### src/rtl/ieee_norm_ctrl_pkg.sv
// Shared types and constants for the post-add normalization sequencer.
package norm_pkg;

  localparam int unsigned MANT_W  = 24;
  localparam int unsigned EXP_W   = 8;
  localparam int unsigned FRAC_W  = 23;
  localparam logic [8:0]  EXP_MAX = 9'd255;

  typedef enum logic [2:0] {
    IDLE,
    EVAL,
    COUNT,
    SHIFT,
    DONE
  } norm_state_t;

endpackage

### src/rtl/ieee_norm_ctrl_if.sv
// Handshake/data bundle between the add stage, the normalizer and the packer.
// slave: the normalizer's view; master: the surrounding pipeline's view.
interface ieee_norm_ctrl_if;
  import norm_pkg::*;

  logic                  in_valid;
  logic                  in_ready;
  logic [MANT_W:0]       in_mant;
  logic [EXP_W-1:0]      in_exp;
  logic                  in_sign;

  logic                  out_valid;
  logic                  out_ready;
  logic [FRAC_W-1:0]     out_frac;
  logic [EXP_W-1:0]      out_exp;
  logic                  out_sign;
  logic                  out_zero;
  logic                  out_ovf;
  logic                  out_uf;

  modport slave (
    input  in_valid, in_mant, in_exp, in_sign, out_ready,
    output in_ready, out_valid, out_frac, out_exp, out_sign,
           out_zero, out_ovf, out_uf
  );

  modport master (
    output in_valid, in_mant, in_exp, in_sign, out_ready,
    input  in_ready, out_valid, out_frac, out_exp, out_sign,
           out_zero, out_ovf, out_uf
  );

endinterface

### src/rtl/ieee_norm_ctrl_lzc24.sv
// Combinational 24-bit leading-zero counter; all-zero input reports 23.
module lzc24 (
  input  logic [23:0] i_data,
  output logic [4:0]  o_count
);

  // Scan upward so the highest set bit determines the count.
  always_comb begin
    o_count = 5'd23;
    for (int unsigned i = 0; i < 24; i++) begin
      if (i_data[i]) o_count = 5'(23 - i);
    end
  end

endmodule

### src/rtl/ieee_norm_ctrl.sv
// Post-add normalization sequencer for the sequential single-precision adder.
// Optional feature macro: NORM_DENORM_EN (defined: underflow yields a denormal,
// undefined: underflow flushes to signed zero).
module ieee_norm_ctrl #(
  parameter int unsigned MANT_W = 24,
  parameter int unsigned EXP_W  = 8
) (
  input logic              clk,
  input logic              rst,
  ieee_norm_ctrl_if.slave  bus
);
  import norm_pkg::*;

  norm_state_t       r_state;
  norm_state_t       w_next;

  logic [MANT_W:0]   r_mant;
  logic [EXP_W:0]    r_exp;
  logic              r_sign;
  logic [4:0]        r_cnt;
  logic              r_zero;
  logic              r_ovf;
  logic              r_uf;

  logic              w_accept;
  logic [4:0]        w_lzc;
  logic [EXP_W:0]    w_exp_inc;
  logic [EXP_W:0]    w_exp_sub;
  logic              w_norm_ok;
  logic [MANT_W-1:0] w_sh_norm;
  logic              w_early;

  assign w_accept  = bus.in_valid && (r_state == IDLE);
  assign w_exp_inc = r_exp + 1'b1;
  assign w_exp_sub = r_exp - (EXP_W+1)'(r_cnt);
  // 9-bit difference: no borrow and non-zero means exp_r > cnt_r.
  assign w_norm_ok = !w_exp_sub[EXP_W] && (w_exp_sub != '0);
  assign w_sh_norm = r_mant[MANT_W-1:0] << r_cnt;
  assign w_early   = (r_exp == EXP_MAX) || r_mant[MANT_W] ||
                     (r_mant[MANT_W-1:0] == '0) || r_mant[MANT_W-1];

`ifdef NORM_DENORM_EN
  logic [4:0]        w_den_amt;
  logic [MANT_W-1:0] w_sh_den;
  assign w_den_amt = r_exp[4:0] - 5'd1;
  assign w_sh_den  = r_mant[MANT_W-1:0] << w_den_amt;
`endif

  lzc24 u_lzc (
    .i_data  (r_mant[MANT_W-1:0]),
    .o_count (w_lzc)
  );

  // State register.
  always_ff @(posedge clk or posedge rst) begin
    if (rst) r_state <= IDLE;
    else     r_state <= w_next;
  end

  // Next-state selection.
  always_comb begin
    w_next = r_state;
    unique case (r_state)
      IDLE:  if (w_accept) w_next = EVAL;
      EVAL:  w_next = w_early ? DONE : COUNT;
      COUNT: w_next = SHIFT;
      SHIFT: w_next = DONE;
      DONE:  if (bus.out_ready) w_next = IDLE;
      default: w_next = IDLE;
    endcase
  end

  // Handshake outputs decoded from state.
  always_comb begin
    bus.in_ready  = (r_state == IDLE);
    bus.out_valid = (r_state == DONE);
  end

  // Operand capture and per-state datapath updates.
  always_ff @(posedge clk or posedge rst) begin
    if (rst) begin
      r_mant <= '0;
      r_exp  <= '0;
      r_sign <= 1'b0;
      r_cnt  <= '0;
      r_zero <= 1'b0;
      r_ovf  <= 1'b0;
      r_uf   <= 1'b0;
    end else begin
      unique case (r_state)
        IDLE: if (w_accept) begin
          r_mant <= bus.in_mant;
          r_exp  <= {1'b0, bus.in_exp};
          r_sign <= bus.in_sign;
          r_cnt  <= '0;
          r_zero <= 1'b0;
          r_ovf  <= 1'b0;
          r_uf   <= 1'b0;
        end
        EVAL: begin
          if (r_exp == EXP_MAX) begin
            // Infinity/NaN exponent: leave operands untouched.
          end else if (r_mant[MANT_W]) begin
            r_exp <= w_exp_inc;
            if (w_exp_inc == EXP_MAX) begin
              r_mant <= '0;
              r_ovf  <= 1'b1;
            end else begin
              r_mant <= r_mant >> 1;
            end
          end else if (r_mant[MANT_W-1:0] == '0) begin
            r_exp  <= '0;
            r_zero <= 1'b1;
          end
        end
        COUNT: r_cnt <= w_lzc;
        SHIFT: begin
          if (w_norm_ok) begin
            r_mant <= {1'b0, w_sh_norm};
            r_exp  <= w_exp_sub;
          end else if (r_exp == '0) begin
            r_uf <= 1'b1;
          end else begin
`ifdef NORM_DENORM_EN
            r_mant <= {1'b0, w_sh_den};
            r_exp  <= '0;
            r_uf   <= 1'b1;
            r_zero <= (w_sh_den[FRAC_W-1:0] == '0);
`else
            r_mant <= '0;
            r_exp  <= '0;
            r_uf   <= 1'b1;
            r_zero <= 1'b1;
`endif
          end
        end
        default: ;
      endcase
    end
  end

  assign bus.out_frac = r_mant[FRAC_W-1:0];
  assign bus.out_exp  = r_exp[EXP_W-1:0];
  assign bus.out_sign = r_sign;
  assign bus.out_zero = r_zero;
  assign bus.out_ovf  = r_ovf;
  assign bus.out_uf   = r_uf;

endmodule

### src/flat_wrapper.sv
// flat-port wrapper written by rule: the top's interface ports become plain ports
module ieee_norm_ctrl_flat import norm_pkg::*;
#(
  parameter int unsigned MANT_W = 24,
  parameter int unsigned EXP_W  = 8
)
  (clk, rst, bus_in_valid, bus_in_mant, bus_in_exp, bus_in_sign, bus_out_ready, bus_in_ready, bus_out_valid, bus_out_frac, bus_out_exp, bus_out_sign, bus_out_zero, bus_out_ovf, bus_out_uf);
  ieee_norm_ctrl_if bus_i ();
  input logic clk;
  input logic rst;
  input wire logic [$bits(bus_i.in_valid)-1:0] bus_in_valid;
  input wire logic [$bits(bus_i.in_mant)-1:0] bus_in_mant;
  input wire logic [$bits(bus_i.in_exp)-1:0] bus_in_exp;
  input wire logic [$bits(bus_i.in_sign)-1:0] bus_in_sign;
  input wire logic [$bits(bus_i.out_ready)-1:0] bus_out_ready;
  output wire logic [$bits(bus_i.in_ready)-1:0] bus_in_ready;
  output wire logic [$bits(bus_i.out_valid)-1:0] bus_out_valid;
  output wire logic [$bits(bus_i.out_frac)-1:0] bus_out_frac;
  output wire logic [$bits(bus_i.out_exp)-1:0] bus_out_exp;
  output wire logic [$bits(bus_i.out_sign)-1:0] bus_out_sign;
  output wire logic [$bits(bus_i.out_zero)-1:0] bus_out_zero;
  output wire logic [$bits(bus_i.out_ovf)-1:0] bus_out_ovf;
  output wire logic [$bits(bus_i.out_uf)-1:0] bus_out_uf;
  assign bus_i.in_valid = bus_in_valid;
  assign bus_i.in_mant = bus_in_mant;
  assign bus_i.in_exp = bus_in_exp;
  assign bus_i.in_sign = bus_in_sign;
  assign bus_i.out_ready = bus_out_ready;
  assign bus_in_ready = bus_i.in_ready;
  assign bus_out_valid = bus_i.out_valid;
  assign bus_out_frac = bus_i.out_frac;
  assign bus_out_exp = bus_i.out_exp;
  assign bus_out_sign = bus_i.out_sign;
  assign bus_out_zero = bus_i.out_zero;
  assign bus_out_ovf = bus_i.out_ovf;
  assign bus_out_uf = bus_i.out_uf;
  ieee_norm_ctrl #(.MANT_W(MANT_W), .EXP_W(EXP_W)) u_core (.clk(clk), .rst(rst), .bus(bus_i));
endmodule
### config.mk
export PLATFORM = sky130hd
export DESIGN_NAME = ieee_norm_ctrl_flat
export DESIGN_NICKNAME = d
export VERILOG_FILES = /design/src/rtl/ieee_norm_ctrl_pkg.sv /design/src/rtl/ieee_norm_ctrl_if.sv /design/src/rtl/ieee_norm_ctrl_lzc24.sv /design/src/rtl/ieee_norm_ctrl.sv /design/src/flat_wrapper.sv
export SDC_FILE = /design/constraint.sdc
export NUM_CORES = 1
export LEC_CHECK = 0
export BUFFER_PORTS_ARGS = -buffer_cell sky130_fd_sc_hd__buf_2
export CAP_MARGIN = 30
export CORE_MARGIN = 3
export CORE_UTILIZATION = 59
export CTS_CLUSTER_SIZE = 10
export DETAILED_ROUTE_END_ITERATION = 7
export PLACE_DENSITY = 0.83
export SLEW_MARGIN = 20
export SYNTH_ARGS = -nofsm -noshare
export SYNTH_HDL_FRONTEND = slang
export SYNTH_HIERARCHICAL = 1
export SYNTH_SLANG_ARGS = --single-unit
### constraint.sdc
create_clock -name clk -period 3.4 [get_ports clk]
set_input_delay 0.85 -clock clk [delete_from_list [all_inputs] [get_ports clk]]
set_output_delay 0.85 -clock clk [all_outputs]
set_load 0.05 [all_outputs]
* After elaboration in Yosys (flattened, before gate mapping)
Index checks and enable logic that the tools add are counted.
** Word-level totals
- Flip-flop bits (word level) :: 46
- Input port bits :: 38
- Output and inout port bits :: 37
** Cells by class
- $add $sub $neg :: 2
- Eq/ne operators :: 17
- Shift-type cells :: 1
- Mux-type cells :: 56
- Reduce and logical (&&, ||, !) cells :: 23
** Operators by type and width (number)
- 2-to-1 mux 25 bit :: 5
- 2-to-1 mux 5 bit :: 23
- one-hot mux 25 bit (3 select lines) :: 1
- 2-to-1 mux 9 bit :: 6
- one-hot mux 9 bit (3 select lines) :: 1
- logical NOT 24 bit :: 1
- 2-to-1 mux 24 bit :: 1
- left shift 24 x 5 -> 24 bit :: 1
- == test 9 x 8 -> 1 bit, second input constant :: 2
- one-hot mux 3 bit (5 select lines) :: 1
- AND reduction 5 bit :: 3
- 2-to-1 mux 1 bit :: 11
- != test 2 bit, second input constant :: 5
- one-hot mux 5 bit (2 select lines) :: 1
- adder 9 x 1 -> 9 bit, second input constant :: 1
- logical NOT 9 bit :: 1
- 2-to-1 mux 3 bit :: 3
- nonzero test 9 bit :: 1
- subtractor 9 x 5 -> 9 bit :: 1
- != test 2 x 1 -> 1 bit, second input constant :: 4
- AND reduction 7 bit :: 1
- == test 3 x 2 -> 1 bit, second input constant :: 2
- AND reduction 2 bit :: 3
- nonzero test 2 bit :: 3
- 13 further kinds :: 17

* Longest topological paths before layout
Gate-level depths: netlist of the first run.
- Depth in word-level cells :: 24
- Depth in mapped cells :: 13
- Depth with buffers taken out :: 11

* Modules after synthesis
Netlist of the first run, hierarchy kept.
** By module, submodules not included
- ieee_norm_ctrl :: times used 1, cells an instance 543, area an instance 4533.1 µm², seq. area each 1151.1 µm²
- lzc24 :: times used 1, cells an instance 42, area an instance 236.5 µm², seq. area each 0.0 µm²

* Least setup slack after synthesis of the first run
No wires, ideal clock.
- Path kind :: register to register
- From :: reg u_core.r_cnt[3]
- To :: reg u_core.r_mant[0]
- Library setup time :: 129 ps
- Arrival :: 3006 ps
- Data required time :: 3271 ps
- Path slack :: 265 ps
- Stages on the path, launching flop included :: 12
- Path buffers :: 2
- Period minus slack after synthesis :: 3135 ps
- Path through :: dfrtp_1 clkbuf_1 clkinv_1 clkbuf_1 ha_1 or2_1 a2111oi_4 a211oi_2 o41ai_4 nor3_2 a221oi_1 o31ai_1
** Between the ends
- Cells in the longest elaborated chain, start to end :: 5
** RTL lines
- start, declared :: RTL line ieee_norm_ctrl.sv:20 : logic [4:0] r_cnt;
- start signal, assigned :: RTL line ieee_norm_ctrl.sv:116 : COUNT: r_cnt <= w_lzc;
- subtractor 9 x 5 -> 9 bit :: RTL line ieee_norm_ctrl.sv:35 : assign w_exp_sub = r_exp - (EXP_W+1)'(r_cnt);
- nonzero test 9 bit / logical NOT 1 bit (equally long branches) :: RTL line ieee_norm_ctrl.sv:37 : assign w_norm_ok = !w_exp_sub[EXP_W] && (w_exp_sub != '0);
- logical AND 1 bit :: RTL line ieee_norm_ctrl.sv:37
- != test 3 x 2 -> 1 bit (no source line) / 2-to-1 mux 25 bit (equally long branches)
- AND reduction 5 bit (no source line) / one-hot mux 25 bit (3 select lines) (equally long branches)
- end signal, assigned :: RTL line ieee_norm_ctrl.sv:92 : r_mant <= bus.in_mant;
- end signal, assigned :: RTL line ieee_norm_ctrl.sv:109 : r_mant <= r_mant >> 1;
- end signal, assigned :: RTL line ieee_norm_ctrl.sv:119 : r_mant <= {1'b0, w_sh_norm};
- end, declared :: RTL line ieee_norm_ctrl.sv:17 : logic [MANT_W:0] r_mant;
Parallel ways exist; a longest one is shown, timed or not.
A chain may end at the register's enable or synchronous reset.

* Final worst setup path of the first run
- From :: reg u_core.r_exp[0]
- To :: reg u_core.r_mant[1]
** Between the ends
- Cells in the longest elaborated chain, start to end :: 6
** RTL lines
- start, declared :: RTL line ieee_norm_ctrl.sv:18 : logic [EXP_W:0] r_exp;
- start signal, assigned :: RTL line ieee_norm_ctrl.sv:93 : r_exp <= {1'b0, bus.in_exp};
- start signal, assigned :: RTL line ieee_norm_ctrl.sv:104 : r_exp <= w_exp_inc;
- start signal, assigned :: RTL line ieee_norm_ctrl.sv:120 : r_exp <= w_exp_sub;
- adder 9 x 1 -> 9 bit :: RTL line ieee_norm_ctrl.sv:34 : assign w_exp_inc = r_exp + 1'b1;
- == test 9 x 8 -> 1 bit :: RTL line ieee_norm_ctrl.sv:105 : if (w_exp_inc == EXP_MAX) begin
- 2-to-1 mux 24 bit :: RTL line ieee_norm_ctrl.sv:105
- 2-to-1 mux 25 bit :: RTL line ieee_norm_ctrl.sv:103 : end else if (r_mant[MANT_W]) begin
- 2-to-1 mux 25 bit :: RTL line ieee_norm_ctrl.sv:101 : if (r_exp == EXP_MAX) begin
- one-hot mux 25 bit (3 select lines) :: RTL line ieee_norm_ctrl.sv:90 : unique case (r_state)
Parallel ways exist; a longest one is shown, timed or not. The select of a mux whose other input is x is not followed.

==> results of run 1 <==
## sequential cells by signal, indices dropped and copies added, names as in the netlist
register and cells:
u_core/r_cnt 5, u_core/bus.out_sign 1, u_core/bus.out_zero 1, u_core/r_exp 9
u_core/bus.out_ovf 1, u_core/r_state 3, u_core/bus.out_uf 1, u_core/r_mant 25
## worst min-delay path by stage
stage,startpoint,end,slack [ns],cells after the start
after floorplan,u_core/r_mant[0]$_DFFE_PP0P_,u_core/r_mant[0]$_DFFE_PP0P_,0.53,2
after global placement,u_core/bus.out_ovf$_DFFE_PP0P_,u_core/bus.out_ovf$_DFFE_PP0P_,0.48,2
after detailed placement,u_core/bus.out_sign$_DFFE_PP0P_,u_core/bus.out_sign$_DFFE_PP0P_,0.49,1
after CTS,u_core/bus.out_sign$_DFFE_PP0P_,u_core/bus.out_sign$_DFFE_PP0P_,0.52,1
after global routing,u_core/bus.out_sign$_DFFE_PP0P_,u_core/bus.out_sign$_DFFE_PP0P_,0.54,1
final,u_core/bus.out_ovf$_DFFE_PP0P_,u_core/bus.out_ovf$_DFFE_PP0P_,0.52,2
## cell usage after synthesis, drive strengths merged, types with 10 or more instances
cell / n / area (sq um)
nor2: 64 / 250
inv: 25 / 93.8
mux2: 11 / 124
a211oi: 27 / 258
o21ai: 38 / 201
a21oi: 29 / 145
nor4: 14 / 87.6
ha: 10 / 125
mux2i: 32 / 320
clkbuf: 20 / 75.1
nor3: 28 / 145
a22oi: 12 / 90.1
nand2: 47 / 176
dfrtp: 46 / 1150
buf: 49 / 345
## metal layers
metal	wire [um]	global-route usage [%]	vias up
met4	303	7.58	0
met3	1670	8.05	33
li1	-	-	2233
met2	6450	47.5	300
met5	0	0	-
met1	6270	47.7	2310
## worst max-delay path, cell delays in order (launching register included)
cell,delay [ns]
dfrtp_1,0.47
inv_2,0.14
ha_1,0.16
inv_1,0.05
fa_1,0.43
a211o_1,0.33
a2111oi_4,0.32
a211oi_2,0.13
o41ai_4,0.33
buf_4,0.19
nor3_2,0.07
a221oi_1,0.32
o31ai_1,0.11
## logic make-up (layout without fill, tap and decap cells)
logic type                 after synthesis  after routing  share of synthesized area (%)
and+or+nand+nor                        195            195                           19.6
xor gates and xnor gates                11             11                           2.18
AOI/OAI and AO/OA                      175            175                           27.0
DFF                                     46             46                           24.1
buffers and inverters                   96            133                           10.9
adders and majority gates               11             11                           3.04
muxes                                   51             51                           13.1
## cell type report
cell class | instances | area (sq um) | area share, %
timing repair buffer | 98 | 567 | 11.0
multi-input combinational | 443 | 3110 | 60.3
clock buffer | 5 | 68.8 | 1.34
clock inverter | 3 | 28.8 | 0.558
tap | 102 | 128 | 2.48
sequential | 46 | 1150 | 22.3
inverter | 27 | 101 | 1.97
## timing repair
action	4_1_cts	5_1_grt
endpoints found under the hold margin	0	0
setup endpoints to repair	0	23
setup buffers	0	1
resized for setup	0	4
## through the flow
step / instances / setup WS [ns] / instance area, sq um / utilization (%)
after floorplan: 585 / 0.265 / 4770 / -
after global placement: 714 / 0.291 / 5010 / 64.6
after detailed placement: 715 / 0.117 / 5030 / 64.8
after CTS: 723 / 0.0718 / 5130 / 66.1
after global routing: 724 / 0.0340 / 5150 / 66.3
final: 724 / 0.233 / 5150 / 66.3
==> metrics.yaml, run 1 <==
status: "completed"
tightest_slew_ns: 0.572
holdBufCountCts: 0
tritoncts: "done"
place.port_buffers: 74
wl_um: 14700
grt_pass1_vias: 4392
cp_max_fo: 7
hpwlAfterDp_um: 10800
slew_violations: 0
fin_tns_setup_ns: 0
netlist_area_sq_mm: 0.00477
cp-start-kind: "register"
r2r_end: "u_core/r_mant[1]$_DFFE_PP0P_"
hold_viol: 0
layout_common_cells: "buf_2 (74), nor2_1 (62), nand2_1 (47)"
setup.worst_path.end_class: "register"
relSlewSlack_pct: 61.7
cts_buffers: 5
synth_fp_nets: 634
die_width_um: 95.9
timing.hold.ws_ns: 0.515
syn_inst: 585
ant_nets: 0
overflow: 0
via_per_inst: 6.73
clk_pin_slew_ns: 0.11
finalWorstPathRequiredPeriod_ns: 3.17
antenna_found_initial: 0
final_common_cell: "buf_2"
reg2reg_depth: 12
hold_path_class: "reg -> reg"
die_h_um: 95.9
htree_levels: 2
cp.arrival_ns: 3.36
num_vias: 4876
setup-violations-final: 0
dr.pass1.iters: 5
fillers: 671
clockBufferDepth: 2
max_freq_ghz: 0.316
postSynthAreaPerCell_sq_um: 8.15
wl_per_cell_um: 20.3
synthFlopType: "dfrtp_1"
cp.required_ns: 3.60
cts.sinks: 46
layout_worst_path_cycle_share_pct: 93.1
syn2layout_area_growth_pct: 8.05
drv_cap: 0
dieArea_sq_mm: 0.00920
yosys_register_bits: 46
synth.distinct_cells: 70
initial_core_util_pct: 61.4
drc: 0
yosysSeqAreaShare_pct: 24.1
rsz0062_at_grt: "false"
drtIter0Drc: 434
nets: 670
finClkSkew_ns: 0.00805
yosysWarnings: 6
clk_latency_ns: 0.31
grt_start_max_net_pins: 37
gp_congestion: 0.959
crit_start: "u_core/r_exp[0]$_DFFE_PP0P_"
core_region_area_sq_mm: 0.00777
r2r_start: "u_core/r_exp[0]$_DFFE_PP0P_"
diodes: 0
postSynth.asyncResetShare_pct: 100
crit_path_end: "u_core/r_mant[1]$_DFFE_PP0P_"
core.rowCount: 32
rrSetupSlack_ns: 0.23
layout-drive-gt1-share_pct: 24.4
synth_edf_count: 0
crit_type: "reg -> reg"
ios: 75
grt_usage_pct: 32.4
grt_pass1_wl_um: 23000
root_buffer: "clkbuf_8"
Power of run 1 is not shown: default switching activity piles up to over one toggle a cycle in this logic, so the estimate is an artifact.
==> inputs of run 2 (changes only) <==
--- a/config.mk
+++ b/config.mk
@@ -8,10 +8,10 @@
 export BUFFER_PORTS_ARGS = -buffer_cell sky130_fd_sc_hd__buf_2
 export CAP_MARGIN = 30
 export CORE_MARGIN = 3
-export CORE_UTILIZATION = 59
+export CORE_UTILIZATION = 30
 export CTS_CLUSTER_SIZE = 10
 export DETAILED_ROUTE_END_ITERATION = 7
-export PLACE_DENSITY = 0.83
+export PLACE_DENSITY = 0.44
 export SLEW_MARGIN = 20
 export SYNTH_ARGS = -nofsm -noshare
 export SYNTH_HDL_FRONTEND = slang
==> run 2 against run 1 <==
First-iteration DRC count rose by 9.4%. Design area rose by 4.6%. Worst hold slack improved by 0.0013 ns. Register-to-register slack got worse by 0.06 ns. Worst setup slack got worse by 0.061 ns. Routed wire length rose by 20%. Die area rose by 90%. Critical path depth fell by 1. Global-route usage fell by 12 points. Critical path type unchanged. Critical endpoint is now u_core/r_mant[15]$_DFFE_PP0P_. Largest cell class unchanged.
==> metrics.yaml, run 2 (synthesis results as in run 1) <==
diodes: 0  # unchanged
hold_path_class: "reg -> reg"  # unchanged
slew_violations: 0  # unchanged
clk_pin_slew_ns: 0.07  # was 0.11 ns
finalWorstPathRequiredPeriod_ns: 3.23  # was 3.17 ns
p_leak_nw: 2.21
cts.sinks: 46  # unchanged
tritoncts: "done"  # unchanged
syn2layout_area_growth_pct: 13.0  # was 8.05%
ant_nets: 0  # unchanged
fin_ws_ns: 0.172  # was 0.233 ns
clk_latency_ns: 0.30  # was 0.31 ns
die_width_um: 132  # was 95.9 um
nets: 673  # was 670
holdBufCountCts: 0  # unchanged
irDropWorstVdd_mv: 0.602
cts_resized: 0  # unchanged
rrSetupSlack_ns: 0.17  # was 0.23 ns
layout-drive-gt1-share_pct: 24.5  # was 24.4%
ios: 75  # unchanged
via_per_inst: 5.70  # was 6.73
clockBufferDepth: 2  # unchanged
cp.required_ns: 3.58  # was 3.60 ns
num_vias: 4767  # was 4876
gp_congestion: 0.916  # was 0.959
crit_type: "reg -> reg"  # unchanged
regMostFlops: "u_core/r_mant"  # unchanged
layout_common_cells: "buf_2 (74), nor2_1 (62), nand2_1 (47)"  # unchanged
pre_cts_ws_ns: 0.221  # was 0.117 ns
layout_worst_path_cycle_share_pct: 94.9  # was 93.1%
grt_usage_pct: 19.9  # was 32.4%
grt_pass1_wl_um: 27600  # was 23000 um
wl_um: 17600  # was 14700 um
largest_reg_flops: 25  # unchanged
wl_per_cell_um: 21.0  # was 20.3 um
utilization_pct: 35.1  # was 66.3%
reg2reg_depth: 11  # was 12
hpwlAfterDp_um: 13100  # was 10800 um
grt_pass1_vias: 4628  # was 4392
drc: 0  # unchanged
dieArea_sq_mm: 0.0174  # was 0.00920 sq mm
core_region_area_sq_mm: 0.0154  # was 0.00777 sq mm
setup.worst_path.end_class: "register"  # unchanged
antenna_found_initial: 0  # unchanged
fin_tns_setup_ns: 0  # unchanged
power_density_mw_per_mm2: 1220
cp-start-kind: "register"  # unchanged
cp.arrival_ns: 3.41  # was 3.36 ns
fillers: 1617  # was 671
core.rowCount: 45  # was 32
crit_path_end: "u_core/r_mant[15]$_DFFE_PP0P_"  # was u_core/r_mant[1]$_DFFE_PP0P_
final_common_cell: "buf_2"  # unchanged
cts_buffers: 5  # unchanged
max_freq_ghz: 0.310  # was 0.316 GHz
r2r_start: "u_core/r_exp[0]$_DFFE_PP0P_"  # unchanged
drv_cap: 0  # unchanged
setup-violations-final: 0  # unchanged
overflow: 0  # unchanged
initial_core_util_pct: 31.0  # was 61.4%
r2r_end: "u_core/r_mant[15]$_DFFE_PP0P_"  # was u_core/r_mant[1]$_DFFE_PP0P_
crit_start: "u_core/r_exp[0]$_DFFE_PP0P_"  # unchanged
tightest_slew_ns: 0.732  # was 0.572 ns
relSlewSlack_pct: 50.7  # was 61.7%
cts_setup_buffers: 0  # unchanged
htree_levels: 2  # unchanged
grt_start_max_net_pins: 33  # was 37
reg.largest.list: "u_core/r_mant: 25 flops, u_core/r_exp: 9 flops, u_core/r_cnt: 5 flops"  # unchanged
place.port_buffers: 74  # unchanged
hold_viol: 0  # unchanged
die_h_um: 132  # was 95.9 um
dr.pass1.iters: 5  # unchanged
status: "completed"  # unchanged
finClkSkew_ns: 0.00753  # was 0.00805 ns
drtIter0Drc: 475  # was 434
rsz0062_at_grt: "false"  # unchanged
root_buffer: "clkbuf_16"  # was clkbuf_8
cp_max_fo: 8  # was 7
[run 2: worst min-delay path by stage]
stage / from / end / slack [ns] / cells after the start
6_report: u_core/bus.out_sign$_DFFE_PP0P_ / u_core/bus.out_sign$_DFFE_PP0P_ / 0.52 / 1
3_3_place_gp: u_core/bus.out_ovf$_DFFE_PP0P_ / u_core/bus.out_ovf$_DFFE_PP0P_ / 0.49 / 2
4_1_cts: u_core/bus.out_sign$_DFFE_PP0P_ / u_core/bus.out_sign$_DFFE_PP0P_ / 0.52 / 1
5_1_grt: u_core/bus.out_sign$_DFFE_PP0P_ / u_core/bus.out_sign$_DFFE_PP0P_ / 0.54 / 1
2_1_floorplan: u_core/r_mant[0]$_DFFE_PP0P_ / u_core/r_mant[0]$_DFFE_PP0P_ / 0.53 / 2
3_5_place_dp: u_core/bus.out_ovf$_DFFE_PP0P_ / u_core/bus.out_ovf$_DFFE_PP0P_ / 0.49 / 2
[run 2: layout make-up]
cell class	count	area, sq um	area share [%]
well taps	211	264	4.90
inverters	27	101	1.88
multi-input cells	443	3100	57.6
clock inverters	2	60.1	1.11
flip-flops and latches	46	1150	21.4
clock buffers	6	139	2.58
repair buffers	101	573	10.6
[run 2: power breakdown]
part | switching [W] | internal [W]
logic | 0.00292 | 0.00155
clock network | 0.000240 | 0.000442
registers | 0.000650 | 0.000786
[run 2: per-layer routing]
metal / track usage [%] / vias up / share of wire [%]
li1: - / 2243 / -
met1: 28.7 / 2321 / 47
met2: 30.4 / 181 / 44
met3: 3.55 / 22 / 6.3
met4: 5.83 / 0 / 2.3
met5: 0 / - / 0
[run 2: stage by stage]
stage	std cells	area [sq um]	power, W	hold WS, ns
2_1_floorplan	585	4770	0.00483	0.527
3_3_place_gp	828	5190	0.00588	0.489
3_5_place_dp	828	5190	0.00588	0.490
4_1_cts	836	5390	0.00659	0.525
5_1_grt	836	5390	0.00706	0.541
6_report	836	5390	0.00659	0.517
[run 2: critical path, cell delays in order (launching register included)]
cell      delay (ns)
dfrtp_1         0.38
inv_1           0.09
ha_1            0.14
inv_1           0.04
fa_1            0.43
a211o_1         0.33
a21oi_1         0.26
a211oi_2        0.18
o41ai_2         0.58
nor2_2          0.21
a221oi_1        0.33
o31ai_1         0.12
Note: power is estimated with default switching activity, not from simulation.
==> inputs of run 3 (changes only) <==
--- a/config.mk
+++ b/config.mk
@@ -5,6 +5,7 @@
 export SDC_FILE = /design/constraint.sdc
 export NUM_CORES = 1
 export LEC_CHECK = 0
+export ABC_AREA = 1
 export BUFFER_PORTS_ARGS = -buffer_cell sky130_fd_sc_hd__buf_2
 export CAP_MARGIN = 30
 export CORE_MARGIN = 3
==> run 3 against run 2 <==
Clock skew is 0.00098 ns lower. Worst setup slack gained 0.21 ns. Fmax up 7.1%. Design area increased by 0.49%. Sequential share of layout area decreased by 0.10 points. Largest cell class unchanged. Critical path type unchanged.
==> metrics.yaml, run 3 <==
status: "completed"  # unchanged
cp-start-kind: "register"  # unchanged
reg2reg_depth: 15  # was 11
cp_max_fo: 18  # was 8
initial_core_util_pct: 30.8  # was 31.0%
yosysMostFrequentCell: "nand2_1"  # was nor2_1
cts_buffers: 5  # unchanged
seq_area_sq_mm: 0.00115  # unchanged
finalWorstPathRequiredPeriod_ns: 3.01  # was 3.23 ns
gp_congestion: 0.850  # was 0.916
min_to: "u_core/bus.out_sign$_DFFE_PP0P_"  # unchanged
pre_cts_ws_ns: 0.414  # was 0.221 ns
largest_reg_flops: 25  # unchanged
gr-usage-met2_pct: 31.9  # was 30.4%
overflow: 0  # unchanged
wl_per_cell_um: 16.1  # was 21.0 um
gr-max-usage-layer: "met2"  # unchanged
regMostFlops: "u_core/r_mant"  # unchanged
synth_top_family_by_area: "simple AND/OR/NAND/NOR gates"  # was compound AO/OA/AOI/OAI gates
cp.arrival_ns: 3.26  # was 3.41 ns
antenna_found_initial: 0  # unchanged
cp_slowest_cell: "fa_1"  # was o41ai_2
synth.top_cells.by_area: "dfrtp_1 (23%), nand2_1 (22%), nand3_1 (17%)"  # was dfrtp_1 (24%), mux2i_1 (6.7%), buf_4 (5.2%)
dieArea_sq_mm: 0.0179  # was 0.0174 sq mm
ant_nets: 0  # unchanged
synth_top_area_share_pct: 23.5  # was 24.1%
tightest_slew_ns: 0.795  # was 0.732 ns
rrSetupSlack_ns: 0.39  # was 0.17 ns
r2r_end: "u_core/r_mant[8]$_DFFE_PP0P_"  # was u_core/r_mant[15]$_DFFE_PP0P_
reg.largest.list: "u_core/r_mant: 25 flops, u_core/r_exp: 9 flops, u_core/r_cnt: 5 flops"  # unchanged
netlist_area_sq_mm: 0.00490  # was 0.00477 sq mm
htree_levels: 2  # unchanged
cts_resized: 0  # unchanged
synth_xor_area_share_pct: 1.45  # was 2.18%
timing.hold.ws_ns: 0.516  # was 0.517 ns
multi_input_area_sq_mm: 0.00305  # was 0.00310 sq mm
holdBufCountCts: 0  # unchanged
synth_adder_area_share_pct: 2.96  # was 3.04%
fin_tns_setup_ns: 0  # unchanged
num_vias: 5448  # was 4767
critPathMaxStageDelay_ns: 0.44  # was 0.58 ns
synth_fp_nets: 862  # was 634
yosys_register_bits: 46  # unchanged
final_common_cell: "nand2_1"  # was buf_2
diodes: 0  # unchanged
drtIter0Drc: 579  # was 475
yosysWarnings: 6  # unchanged
via_per_inst: 5.13  # was 5.70
tritoncts: "done"  # unchanged
root_buffer: "clkbuf_16"  # unchanged
yosysSeqAreaShare_pct: 23.5  # was 24.1%
die_width_um: 134  # was 132 um
synth_area_leader_cell: "dfrtp_1"  # unchanged
drv_cap: 0  # unchanged
fillers: 1786  # was 1617
finClkSkew_ns: 0.00654  # was 0.00753 ns
setup-violations-final: 0  # unchanged
postSynth.asyncResetShare_pct: 100  # unchanged
cp_top_family: "simple AND/OR/NAND/NOR gates"  # was compound AO/OA/AOI/OAI gates
clk_pin_slew_ns: 0.07  # about the same
crit_buf_inv: 3  # was 2
hold_path_class: "reg -> reg"  # unchanged
synth.mux.area_fraction_pct: 0.230  # was 13.1%
crit_type: "reg -> reg"  # unchanged
core.rowCount: 46  # was 45
hold_start: "u_core/bus.out_sign$_DFFE_PP0P_"  # unchanged
grt_pass1_wl_um: 27600  # about the same
drc: 0  # unchanged
ios: 75  # unchanged
rsz0062_at_grt: "false"  # unchanged
cp.required_ns: 3.64  # was 3.58 ns
clk_latency_ns: 0.31  # was 0.30 ns
die_h_um: 134  # was 132 um
syn2layout_area_growth_pct: 10.5  # was 13.0%
hold_path_depth: 1  # unchanged
setup.worst_path.end_class: "register"  # unchanged
synthTopCellsByCount: "nand2_1 (287), nand3_1 (170), inv_1 (53)"  # was nor2_1 (62), nand2_1 (47), dfrtp_1 (46)
nets: 893  # was 673
synthFlopType: "dfrtp_1"  # unchanged
hold_viol: 0  # unchanged
layout-drive-gt1-share_pct: 15.7  # was 24.5%
cts.sinks: 46  # unchanged
grt_start_max_net_pins: 35  # was 33
clockBufferDepth: 2  # unchanged
layout_worst_path_cycle_share_pct: 88.6  # was 94.9%
fin_ws_ns: 0.387  # was 0.172 ns
dpl_cell_area_sq_mm: 0.00527  # was 0.00519 sq mm
place.port_buffers: 74  # unchanged
crit_chain: "inv_1, ha_1, inv_1, fa_1, or2_2, nor2_1, nand3_1, nor2_1, nand2_2, nand2_4, nand2_4, nand3_4, buf_4, nand2_1, nand2_1"  # was inv_1, ha_1, inv_1, fa_1, a211o_1, a21oi_1, a211oi_2, o41ai_2, nor2_2, a221oi_1, o31ai_1
dr.pass1.iters: 5  # unchanged
synth-simple-area-share_pct: 51.4  # was 19.6%
layout_common_cells: "nand2_1 (287), nand3_1 (170), buf_2 (74)"  # was buf_2 (74), nor2_1 (62), nand2_1 (47)
met3_usage_pct: 2.55  # was 3.55%
grt_pass1_vias: 5090  # was 4628
synth-compound-area-share_pct: 6.12  # was 27.0%
core_region_area_sq_mm: 0.0159  # was 0.0154 sq mm
r2r_start: "u_core/r_exp[0]$_DFFE_PP0P_"  # unchanged
relSlewSlack_pct: 46.9  # was 50.7%
grt_util_met1_pct: 25.8  # was 28.7%
syn_inst: 813  # was 585
max_freq_ghz: 0.332  # was 0.310 GHz
synth.distinct_cells: 44  # was 70
slew_violations: 0  # unchanged
grt_usage_pct: 19.0  # was 19.9%
synth_edf_count: 0  # unchanged
cts_setup_buffers: 0  # unchanged
hpwlAfterDp_um: 12600  # was 13100 um
wl_um: 17000  # was 17600 um
final_cell_area_sq_mm: 0.00542  # was 0.00539 sq mm
postSynthAreaPerCell_sq_um: 6.03  # was 8.15 sq um
-- run 3: cell types whose count changed after synthesis, sizes merged, moves of 10 or more --
cell	before	now
nand2	47	290
o21ai	38	26
nor3	28	7
inv	25	59
nand3	5	172
nand4	7	24
a21oi	29	13
a211oi	27	1
a22oi	12	0
mux2	11	1
mux2i	32	0
-- run 3: worst register-to-register path: stages, from the launching register on --
cell and delay (ns):
dfrtp_1 0.43, inv_1 0.16, ha_1 0.16, inv_1 0.04, fa_1 0.44, or2_2 0.30, nor2_1 0.12, nand3_1 0.10
nor2_1 0.12, nand2_2 0.23, nand2_4 0.18, nand2_4 0.08, nand3_4 0.13, buf_4 0.28, nand2_1 0.11, nand2_1 0.07
-- run 3: layout make-up --
type                            count  share of cell area (%)
Tap cell                          216                    4.99
Sequential cell                    46                    21.2
Clock inverter                      3                   0.462
Clock buffer                        5                    2.31
Timing Repair Buffer               92                    9.33
Inverter                           66                    5.38
Multi-Input combinational cell    633                    56.3
-- run 3: how the worst max path moves through the flow --
stage	startpoint	endpoint	slack, ns	depth (start not counted)
floorplan	u_core/r_cnt[3]$_DFFE_PP0P_	u_core/r_mant[22]$_DFFE_PP0P_	0.66	14
global placement	u_core/r_exp[0]$_DFFE_PP0P_	u_core/r_mant[5]$_DFFE_PP0P_	0.52	15
detailed placement	u_core/r_exp[0]$_DFFE_PP0P_	u_core/r_mant[8]$_DFFE_PP0P_	0.41	15
CTS	u_core/r_exp[0]$_DFFE_PP0P_	u_core/r_mant[8]$_DFFE_PP0P_	0.38	15
global route	u_core/r_exp[1]$_DFFE_PP0P_	u_core/bus.out_ovf$_DFFE_PP0P_	0.17	15
finish	u_core/r_exp[0]$_DFFE_PP0P_	u_core/r_mant[8]$_DFFE_PP0P_	0.39	15
-- run 3: kinds of logic (layout without fill, tap and decap cells) --
family	after synthesis	after routing
adders and majority gates	11	11
xor gates and xnor gates	6	6
and+or+nand+nor	563	563
AOI/OAI and AO/OA	52	52
muxes	1	1
buffers and inverters	134	166
DFF	46	46
-- run 3: per-stage QoR --
| stage | instances | utilization (%) |
|---|---|---|
| 6_report | 1061 | 34.0 |
| 5_1_grt | 1061 | 34.0 |
| 4_1_cts | 1061 | 34.0 |
| 3_5_place_dp | 1053 | 33.0 |
| 3_3_place_gp | 1053 | 33.0 |
| 2_1_floorplan | 813 | - |
-- run 3: routing by layer --
layer / wire length (um) / share of wire, % / vias to the layer above
met5: 0 / 0 / -
met4: 325 / 1.9 / 0
met3: 943 / 5.5 / 20
met2: 8150 / 48 / 206
met1: 7610 / 45 / 2511
li1: - / - / 2711
Power of run 3 is left out for the same reason.
